[src/rtl/signed_reg_bank.sv]
// Signed register bank with a read-old dual read port, one saturating
// write/operate port, a sticky saturation flag and a sequential flush sweep
// that clears one entry per clock.
module signed_reg_bank #(
  parameter int WIDTH = 16,
  parameter int DEPTH = 8,
  localparam int AW = (DEPTH > 1) ? $clog2(DEPTH) : 1
) (
  input  logic             clk,
  input  logic             clr_n,
  input  logic             ld,
  input  logic [1:0]       op,
  input  logic [AW-1:0]    waddr,
  input  logic [WIDTH-1:0] wdata,
  input  logic [AW-1:0]    raddr_a,
  input  logic [AW-1:0]    raddr_b,
  input  logic             flush,
  output logic [WIDTH-1:0] rdata_a,
  output logic [WIDTH-1:0] rdata_b,
  output logic             busy,
  output logic             sat
);

  localparam logic [1:0] OP_LOAD  = 2'b00;
  localparam logic [1:0] OP_ACC   = 2'b01;
  localparam logic [1:0] OP_SUB   = 2'b10;
  localparam logic [1:0] OP_CLEAR = 2'b11;

  localparam logic [WIDTH-1:0] MAX_VAL = {1'b0, {(WIDTH-1){1'b1}}};
  localparam logic [WIDTH-1:0] MIN_VAL = {1'b1, {(WIDTH-1){1'b0}}};

  typedef enum logic {
    IDLE  = 1'b0,
    SWEEP = 1'b1
  } state_t;

  logic [WIDTH-1:0] r_mem [DEPTH];
  state_t           r_state;
  state_t           w_nextState;
  logic [AW-1:0]    r_idx;
  logic [AW-1:0]    w_nextIdx;
  logic             r_sat;

  logic             w_addrOk;
  logic             w_rdOkA;
  logic             w_rdOkB;
  logic             w_wrEn;
  logic             w_clamp;
  logic             w_lastIdx;
  logic [WIDTH-1:0] w_cur;
  logic [WIDTH-1:0] w_wrData;
  logic [WIDTH:0]   w_ext;

  // When DEPTH fills the address space every index is valid; otherwise
  // indices at or above DEPTH are treated as holes.
  if ((1 << AW) == DEPTH) begin : gFullRange
    assign w_addrOk = 1'b1;
    assign w_rdOkA  = 1'b1;
    assign w_rdOkB  = 1'b1;
  end else begin : gPartialRange
    assign w_addrOk = (waddr   < AW'(DEPTH));
    assign w_rdOkA  = (raddr_a < AW'(DEPTH));
    assign w_rdOkB  = (raddr_b < AW'(DEPTH));
  end

  assign w_lastIdx = (r_idx == AW'(DEPTH - 1));

  // Writes are only honoured in IDLE; during a sweep ld is discarded.
  assign w_wrEn = ld && w_addrOk && (r_state == IDLE);

  // Compute the value the addressed entry would take, with one guard bit so
  // signed overflow can be detected and clamped.
  always_comb begin
    w_cur    = w_addrOk ? r_mem[waddr] : '0;
    w_ext    = '0;
    w_wrData = '0;
    w_clamp  = 1'b0;
    case (op)
      OP_LOAD: begin
        w_wrData = wdata;
      end
      OP_ACC, OP_SUB: begin
        if (op == OP_ACC) begin
          w_ext = {w_cur[WIDTH-1], w_cur} + {wdata[WIDTH-1], wdata};
        end else begin
          w_ext = {w_cur[WIDTH-1], w_cur} - {wdata[WIDTH-1], wdata};
        end
        if (w_ext[WIDTH] != w_ext[WIDTH-1]) begin
          w_clamp  = 1'b1;
          w_wrData = w_ext[WIDTH] ? MIN_VAL : MAX_VAL;
        end else begin
          w_wrData = w_ext[WIDTH-1:0];
        end
      end
      OP_CLEAR: begin
        w_wrData = '0;
      end
      default: begin
        w_wrData = '0;
      end
    endcase
  end

  // Next-state logic: flush starts a sweep from entry 0, and the sweep ends
  // on the edge that clears the last entry.
  always_comb begin
    w_nextState = r_state;
    w_nextIdx   = r_idx;
    case (r_state)
      IDLE: begin
        if (flush) begin
          w_nextState = SWEEP;
          w_nextIdx   = '0;
        end
      end
      SWEEP: begin
        if (w_lastIdx) begin
          w_nextState = IDLE;
          w_nextIdx   = '0;
        end else begin
          w_nextIdx = r_idx + AW'(1);
        end
      end
      default: begin
        w_nextState = IDLE;
        w_nextIdx   = '0;
      end
    endcase
  end

  // FSM state and sweep index registers.
  always_ff @(posedge clk or negedge clr_n) begin
    if (!clr_n) begin
      r_state <= IDLE;
      r_idx   <= '0;
    end else begin
      r_state <= w_nextState;
      r_idx   <= w_nextIdx;
    end
  end

  // Entry storage: the sweep owns the array while active, otherwise the
  // write port updates at most one entry per edge.
  always_ff @(posedge clk or negedge clr_n) begin
    if (!clr_n) begin
      for (int i = 0; i < DEPTH; i++) begin
        r_mem[i] <= '0;
      end
    end else if (r_state == SWEEP) begin
      r_mem[r_idx] <= '0;
    end else if (w_wrEn) begin
      r_mem[waddr] <= w_wrData;
    end
  end

  // Sticky saturation flag: a flush start clears it even if a clamping
  // write lands on the same edge.
  always_ff @(posedge clk or negedge clr_n) begin
    if (!clr_n) begin
      r_sat <= 1'b0;
    end else if ((r_state == IDLE) && flush) begin
      r_sat <= 1'b0;
    end else if (w_wrEn && w_clamp) begin
      r_sat <= 1'b1;
    end
  end

  assign rdata_a = w_rdOkA ? r_mem[raddr_a] : '0;
  assign rdata_b = w_rdOkB ? r_mem[raddr_b] : '0;
  assign busy    = (r_state == SWEEP);
  assign sat     = r_sat;

endmodule

[config.mk]
export PLATFORM = sky130hd
export DESIGN_NAME = signed_reg_bank
export DESIGN_NICKNAME = d
export VERILOG_FILES = /design/src/rtl/signed_reg_bank.sv
export SDC_FILE = /design/constraint.sdc
export NUM_CORES = 1
export LEC_CHECK = 0
export BUFFER_PORTS_ARGS = -buffer_cell sky130_fd_sc_hd__buf_2
export CAP_MARGIN = 10
export CORE_MARGIN = 1
export CORE_UTILIZATION = 47
export CTS_BUF_LIST = sky130_fd_sc_hd__clkbuf_4
export CTS_CLUSTER_SIZE = 14
export DETAILED_ROUTE_END_ITERATION = 10
export SLEW_MARGIN = 10
export SYNTH_ARGS = -nofsm -noshare
export SYNTH_HDL_FRONTEND = slang
export SYNTH_SLANG_ARGS = --single-unit
[constraint.sdc]
create_clock -name clk -period 6.6 [get_ports clk]
set_input_delay 0.99 -clock clk [delete_from_list [all_inputs] [get_ports clk]]
set_output_delay 0.99 -clock clk [all_outputs]
set_load 0.02 [all_outputs]
==> impl_metrics.env, run 1 <==
export IMPL_clk_pin_slew_ns=0.13
export IMPL_grt_pass1_vias=7674
export IMPL_async_flop_share=1.00
export IMPL_synth_avg_cell_area_um2=10.8
export IMPL_clk_latency_ns=0.56
export IMPL_hpwl_mm=20.4
export IMPL_ys_seq_area_frac=0.349
export IMPL_h_tree_depth=4
export IMPL_synthFlopType="dfrtp_1"
export IMPL_fmax_mhz=201
export IMPL_die_h_um=144
export IMPL_yosysTopAreaCellShare=0.349
export IMPL_postCtsSetupBuffers=0
export IMPL_fillers=1786
export IMPL_cts_tree="yes"
export IMPL_drt_pass1_iter_count=5
export IMPL_stdcell_count=1196
export IMPL_skew_ns=0.0336
export IMPL_first_iter_violations=732
export IMPL_critPathLaunchType="input pin"
export IMPL_rows=51
export IMPL_numCtsBuffers=17
export IMPL_cts_hold_fix_buffers=0
export IMPL_die_x_um=144
export IMPL_ant_nets=0
export IMPL_syn2layout_area_growth_pct=8.94
export IMPL_drive_gt1_frac=0.300
export IMPL_yosys_area_top_type="dfrtp_1"
export IMPL_vias=7848
export IMPL_overflow=0
export IMPL_synthesis_area_um2=9540
export IMPL_yosys_warnings=0
export IMPL_slew_headroom=0.188
export IMPL_clock_sinks=133
export IMPL_finalCriticalPeriod_ns=4.97
export IMPL_synthMostInstantiatedCell="dfrtp_1"
export IMPL_rsz0062_at_grt="no"
export IMPL_ios=65
export IMPL_synth_edf_count=0
export IMPL_grt_pass1_wl_mm=46.3
export IMPL_arrival_ns=5.38
export IMPL_finalSetupTns_ns=0
export IMPL_clk_path_buf_depth=2
export IMPL_finalSetupViolCount=0
export IMPL_finalMaxSlewViolations=0
export IMPL_synth_nets=933
export IMPL_final_nets=971
export IMPL_status="complete, no violations"
export IMPL_totalWireLength_mm=30.0
export IMPL_io_buffers=64
export IMPL_synth_common_cells="133 x dfrtp_1, 116 x nand2_1, 91 x o21ai_1"
export IMPL_crit_required_ns=7.01
export IMPL_dp_cells=1164
export IMPL_start_util=0.485
export IMPL_fin_crit_sh=0.752
export IMPL_crit_path_end_kind="flop"
export IMPL_maxCapViolCount=0
export IMPL_post_drt_via_cell_ratio=6.56
export IMPL_wl_per_cell_um=25.1
export IMPL_core_region_area_um2=19700
export IMPL_grt_max_degree=73
export IMPL_worst_pin_slew_ns=1.22
export IMPL_yosys_top_cells_area="dfrtp_1 35%, mux4_2 19%, mux2_2 5.3%"
export IMPL_grt_util_all_layers=0.308
export IMPL_place_congestion=0.923
export IMPL_crit_path_max_fanout=24
export IMPL_leakagePower_nw=4.53
export IMPL_synthCells=880
export IMPL_cts_root_buf="clkbuf_4"
export IMPL_remaining_drc_errors=0
export IMPL_critPathKind="in -> reg"
export IMPL_antenna_found_initial=1
export IMPL_synth_cell_types=69
export IMPL_synth_seq_cells=133
export IMPL_hold_path_class="in -> async"
export IMPL_die_area_um2=20900
export IMPL_p_per_area_nw_per_um2=345
export IMPL_finalHoldViolations=0
export IMPL_ctsResizeCount=0
export IMPL_peakVddDrop_mv=0.118
## cell type report
type | count | area (um^2) | share of cell area
timing repair buffer | 79 | 439 | 0.0423
inverter | 21 | 78.8 | 0.00758
sequential | 133 | 3330 | 0.320
antenna | 1 | 2.50 | 0.000241
tap | 265 | 332 | 0.0319
clock buffer | 17 | 128 | 0.0123
clock inverter | 14 | 163 | 0.0156
multi-input combinational | 666 | 5920 | 0.570
## state kept, by name, summed over array words and instances (netlist names)
name / count
r_mem: 128
r_idx: 3
busy: 1
sat: 1
## critical path, cell delays in order
cell,delay (ns)
buf_2,0.51
buf_4,0.45
mux4_2,0.54
mux2_2,0.31
ha_1,0.36
and2_1,0.20
a22o_1,0.22
a311oi_1,0.28
o21bai_1,0.14
xor2_2,0.21
buf_4,0.23
maj3_1,0.36
a22oi_2,0.39
o21ai_0,0.17
## cells by family (layout without fill, tap and decap cells)
family / after synthesis / count (layout) / share of synthesized area
compound gates: 257 / 257 / 0.191
simple gates: 209 / 209 / 0.0982
mux: 134 / 134 / 0.251
flops: 133 / 133 / 0.349
buf+inv: 81 / 131 / 0.0353
fa+ha+maj: 36 / 36 / 0.0460
xor+xnor: 30 / 30 / 0.0291
other cells: 0 / 1 / 0
## power by group
| group | leakage [nW] | switching, mW | total, mW | internal [mW] |
|---|---|---|---|---|
| Clock | 0.142 | 0.326 | 0.582 | 0.257 |
| Combinational | 2.56 | 0.947 | 1.68 | 0.732 |
| Sequential | 1.82 | 0.282 | 1.32 | 1.04 |
| Total | 4.53 | 1.56 | 3.59 | 2.03 |
## placed cells by master (no fill, tap or decap), drive strengths merged, types with 13 or more instances in the layout
cell type  instances
buf               79
nor3              13
mux4              80
nand3             18
a21oi             33
inv               21
o21ai            110
nand2            116
nor2              29
maj3              14
xor2              20
a22oi             22
mux2              45
dfrtp            133
ha                21
clkbuf            17
a22o              27
## metal layers
metal / part of all wire / routed length (um) / track usage
met1: 0.43 / 12900 / 0.438
met2: 0.47 / 13900 / 0.470
met4: 0.028 / 839 / 0.115
met5: 0 / 0 / 0
met3: 0.077 / 2320 / 0.0533
## stage by stage
step           setup slack (ns)  power (mW)  area, um^2  utilization  hold slack (ns)
5_1_grt                    1.37        3.79       10400        0.529            0.471
2_1_floorplan              1.67        2.47        9540            -            0.482
3_3_place_gp               1.17        2.97       10100        0.514            0.501
3_5_place_dp               1.11        3.00       10100        0.514            0.516
4_1_cts                    1.71        3.57       10400        0.529            0.435
6_report                   1.63        3.59       10400        0.529            0.442
## worst paths after layout
check / start / endpoint / slack (ns) / cells after the start
worst min register to register: sat / sat / 0.53 / 1
max in group asynchronous: clr_n / r_mem[70] / 4.87 / 2
worst min-delay path: clr_n / r_mem[32] / 0.44 / 1
min in group clk: sat / sat / 0.53 / 1
worst max-delay path: waddr[1] / r_mem[112] / 1.63 / 14
worst max register to register: r_mem[112] / r_mem[112] / 2.38 / 14
No activity file was read; power rests on OpenSTA's default activity.
==> run 2, diff against run 1 <==
- PLACE_DENSITY: default -> 0.67
- clock period: 6.6 -> 4.2 ns (I/O delays scaled with it)
==> run 2 against run 1 <==
Effect of this change:
- clock power grew 33%
- cell count grew 7.4%
- total power grew 62%
- clock skew shrank 0.0062 ns
- critical endpoint is now r_mem[85]
==> impl_metrics.env, run 2 (synthesized netlist as in run 1, its figures left out) <==
export IMPL_grt_pass1_vias=7971
export IMPL_critPathKind="in -> reg"
export IMPL_ant_nets=0
export IMPL_reg2reg_slack_ns=0.31
export IMPL_top_regs="r_mem (128), r_idx (3)"
export IMPL_numCtsBuffers=17
export IMPL_h_tree_depth=4
export IMPL_hpwl_mm=20.9
export IMPL_antenna_found_initial=1
export IMPL_drive_gt1_frac=0.361
export IMPL_clk_latency_ns=0.56
export IMPL_final_area_um2=11100
export IMPL_clk_pin_slew_ns=0.13
export IMPL_post_drt_via_cell_ratio=6.49
export IMPL_rows=51
export IMPL_grt_pass1_wl_mm=47.0
export IMPL_worst_pin_slew_ns=0.986
export IMPL_vias=8330
export IMPL_critPathLaunchType="input pin"
export IMPL_fillers=1785
export IMPL_r2r_end="r_mem[85]"
export IMPL_wl_per_cell_um=23.7
export IMPL_fmax_mhz=250
export IMPL_finalPower_mw=5.80
export IMPL_reg2reg_from="r_mem[49]"
export IMPL_overflow=0
export IMPL_grt_util_all_layers=0.307
export IMPL_io_buffers=64
export IMPL_rr_worst_depth=12
export IMPL_drt_pass1_iter_count=5
export IMPL_finalMaxSlewViolations=0
export IMPL_fin_util=0.565
export IMPL_final_common_cell="dfrtp_1"
export IMPL_cts_tree="yes"
export IMPL_grt_max_degree=70
export IMPL_regMostFlops="r_mem"
export IMPL_final_cell_mix="133 x dfrtp_1, 116 x nand2_1, 94 x buf_4"
export IMPL_crit_path_max_fanout=14
export IMPL_ctsResizeCount=0
export IMPL_first_iter_violations=741
export IMPL_start_util=0.485
export IMPL_die_x_um=144
export IMPL_core_region_area_um2=19700
export IMPL_leakagePower_nw=4.98
export IMPL_place_congestion=0.864
export IMPL_finalCriticalPeriod_ns=4.00
export IMPL_crit_required_ns=4.61
export IMPL_totalWireLength_mm=30.4
export IMPL_arrival_ns=4.41
export IMPL_peakVddDrop_mv=0.207
export IMPL_status="complete, no violations"
export IMPL_final_nets=1058
export IMPL_syn2layout_area_growth_pct=16.4
export IMPL_stdcell_count=1284
export IMPL_slew_headroom=0.341
export IMPL_die_area_um2=20900
export IMPL_cts_root_buf="clkbuf_4"
export IMPL_clk_path_buf_depth=2
export IMPL_rsz0062_at_grt="no"
export IMPL_ios=65
export IMPL_crit_path_end_kind="flop"
export IMPL_cts_hold_fix_buffers=0
export IMPL_p_per_area_nw_per_um2=522
export IMPL_finalSetupViolCount=0
export IMPL_remaining_drc_errors=0
export IMPL_die_h_um=144
export IMPL_postCtsSetupBuffers=0
export IMPL_holdWs_ns=0.153
export IMPL_maxCapViolCount=0
export IMPL_placed_cell_area_um2=10900
export IMPL_dp_cells=1251
export IMPL_largest_reg_flops=128
export IMPL_finalHoldViolations=0
export IMPL_hold_path_class="in -> async"
export IMPL_skew_ns=0.0274
export IMPL_clock_sinks=133
export IMPL_fin_crit_sh=0.953
-- run 2: cell types whose count changed in the layout (fill, tap and decap cells not counted), sizes merged --
cell      before  now
clkinv         7    8
bufinv         3    1
clkbuf        17   20
buf           79  166
clkinvlp       4    3
-- run 2: stage by stage --
stage               setup slack, ns  TNS [ns]
floorplan                    0.0174         0
global placement             -0.192    -16.15
detailed placement           -0.235    -18.97
CTS                           0.365         0
global route                  0.146         0
finish                        0.197         0
-- run 2: power breakdown --
| group | switching [mW] | leakage [nW] | internal (mW) | total (mW) |
|---|---|---|---|---|
| registers | 0.446 | 1.82 | 1.64 | 2.08 |
| clock network | 0.475 | 0.131 | 0.301 | 0.776 |
| logic | 1.56 | 3.03 | 1.38 | 2.94 |
| total | 2.48 | 4.98 | 3.32 | 5.80 |
-- run 2: layout make-up --
cell class / instances / area (um^2) / area share
sequential: 133 / 3330 / 0.300
multi-input combinational: 666 / 5920 / 0.533
clock buffer: 20 / 150 / 0.0135
tap: 265 / 332 / 0.0299
clock inverter: 12 / 88.8 / 0.00800
antenna: 1 / 2.50 / 0.000225
timing repair buffer: 166 / 1200 / 0.108
inverter: 21 / 78.8 / 0.00710
-- run 2: worst max path at each step --
stage / start / end / slack [ns] / cells past startpoint
after global routing: waddr[1] / r_mem[123] / 0.15 / 15
after global placement: waddr[1] / r_mem[115] / -0.19 / 15
final: waddr[1] / r_mem[85] / 0.20 / 15
after detailed placement: waddr[1] / r_mem[85] / -0.23 / 15
after CTS: waddr[1] / r_mem[85] / 0.37 / 15
after floorplan: waddr[1] / r_mem[50] / 0.02 / 15
-- run 2: metal layers --
metal / wire length (um) / track usage
met1: 12400 / 0.431
met2: 14000 / 0.463
met3: 3200 / 0.0738
met4: 794 / 0.106
met5: 0 / 0
-- run 2: worst max-delay path, cell delays in order --
cell and delay (ns):
buf_2 0.30, buf_4 0.30, mux2_2 0.36, a21oi_1 0.19, o21ai_0 0.18, ha_1 0.31
a211oi_1 0.44, o211ai_1 0.18, a311oi_1 0.24, o21bai_1 0.13, xor2_2 0.18, buf_4 0.20
maj3_2 0.34, a22oi_4 0.31, o21ai_1 0.12
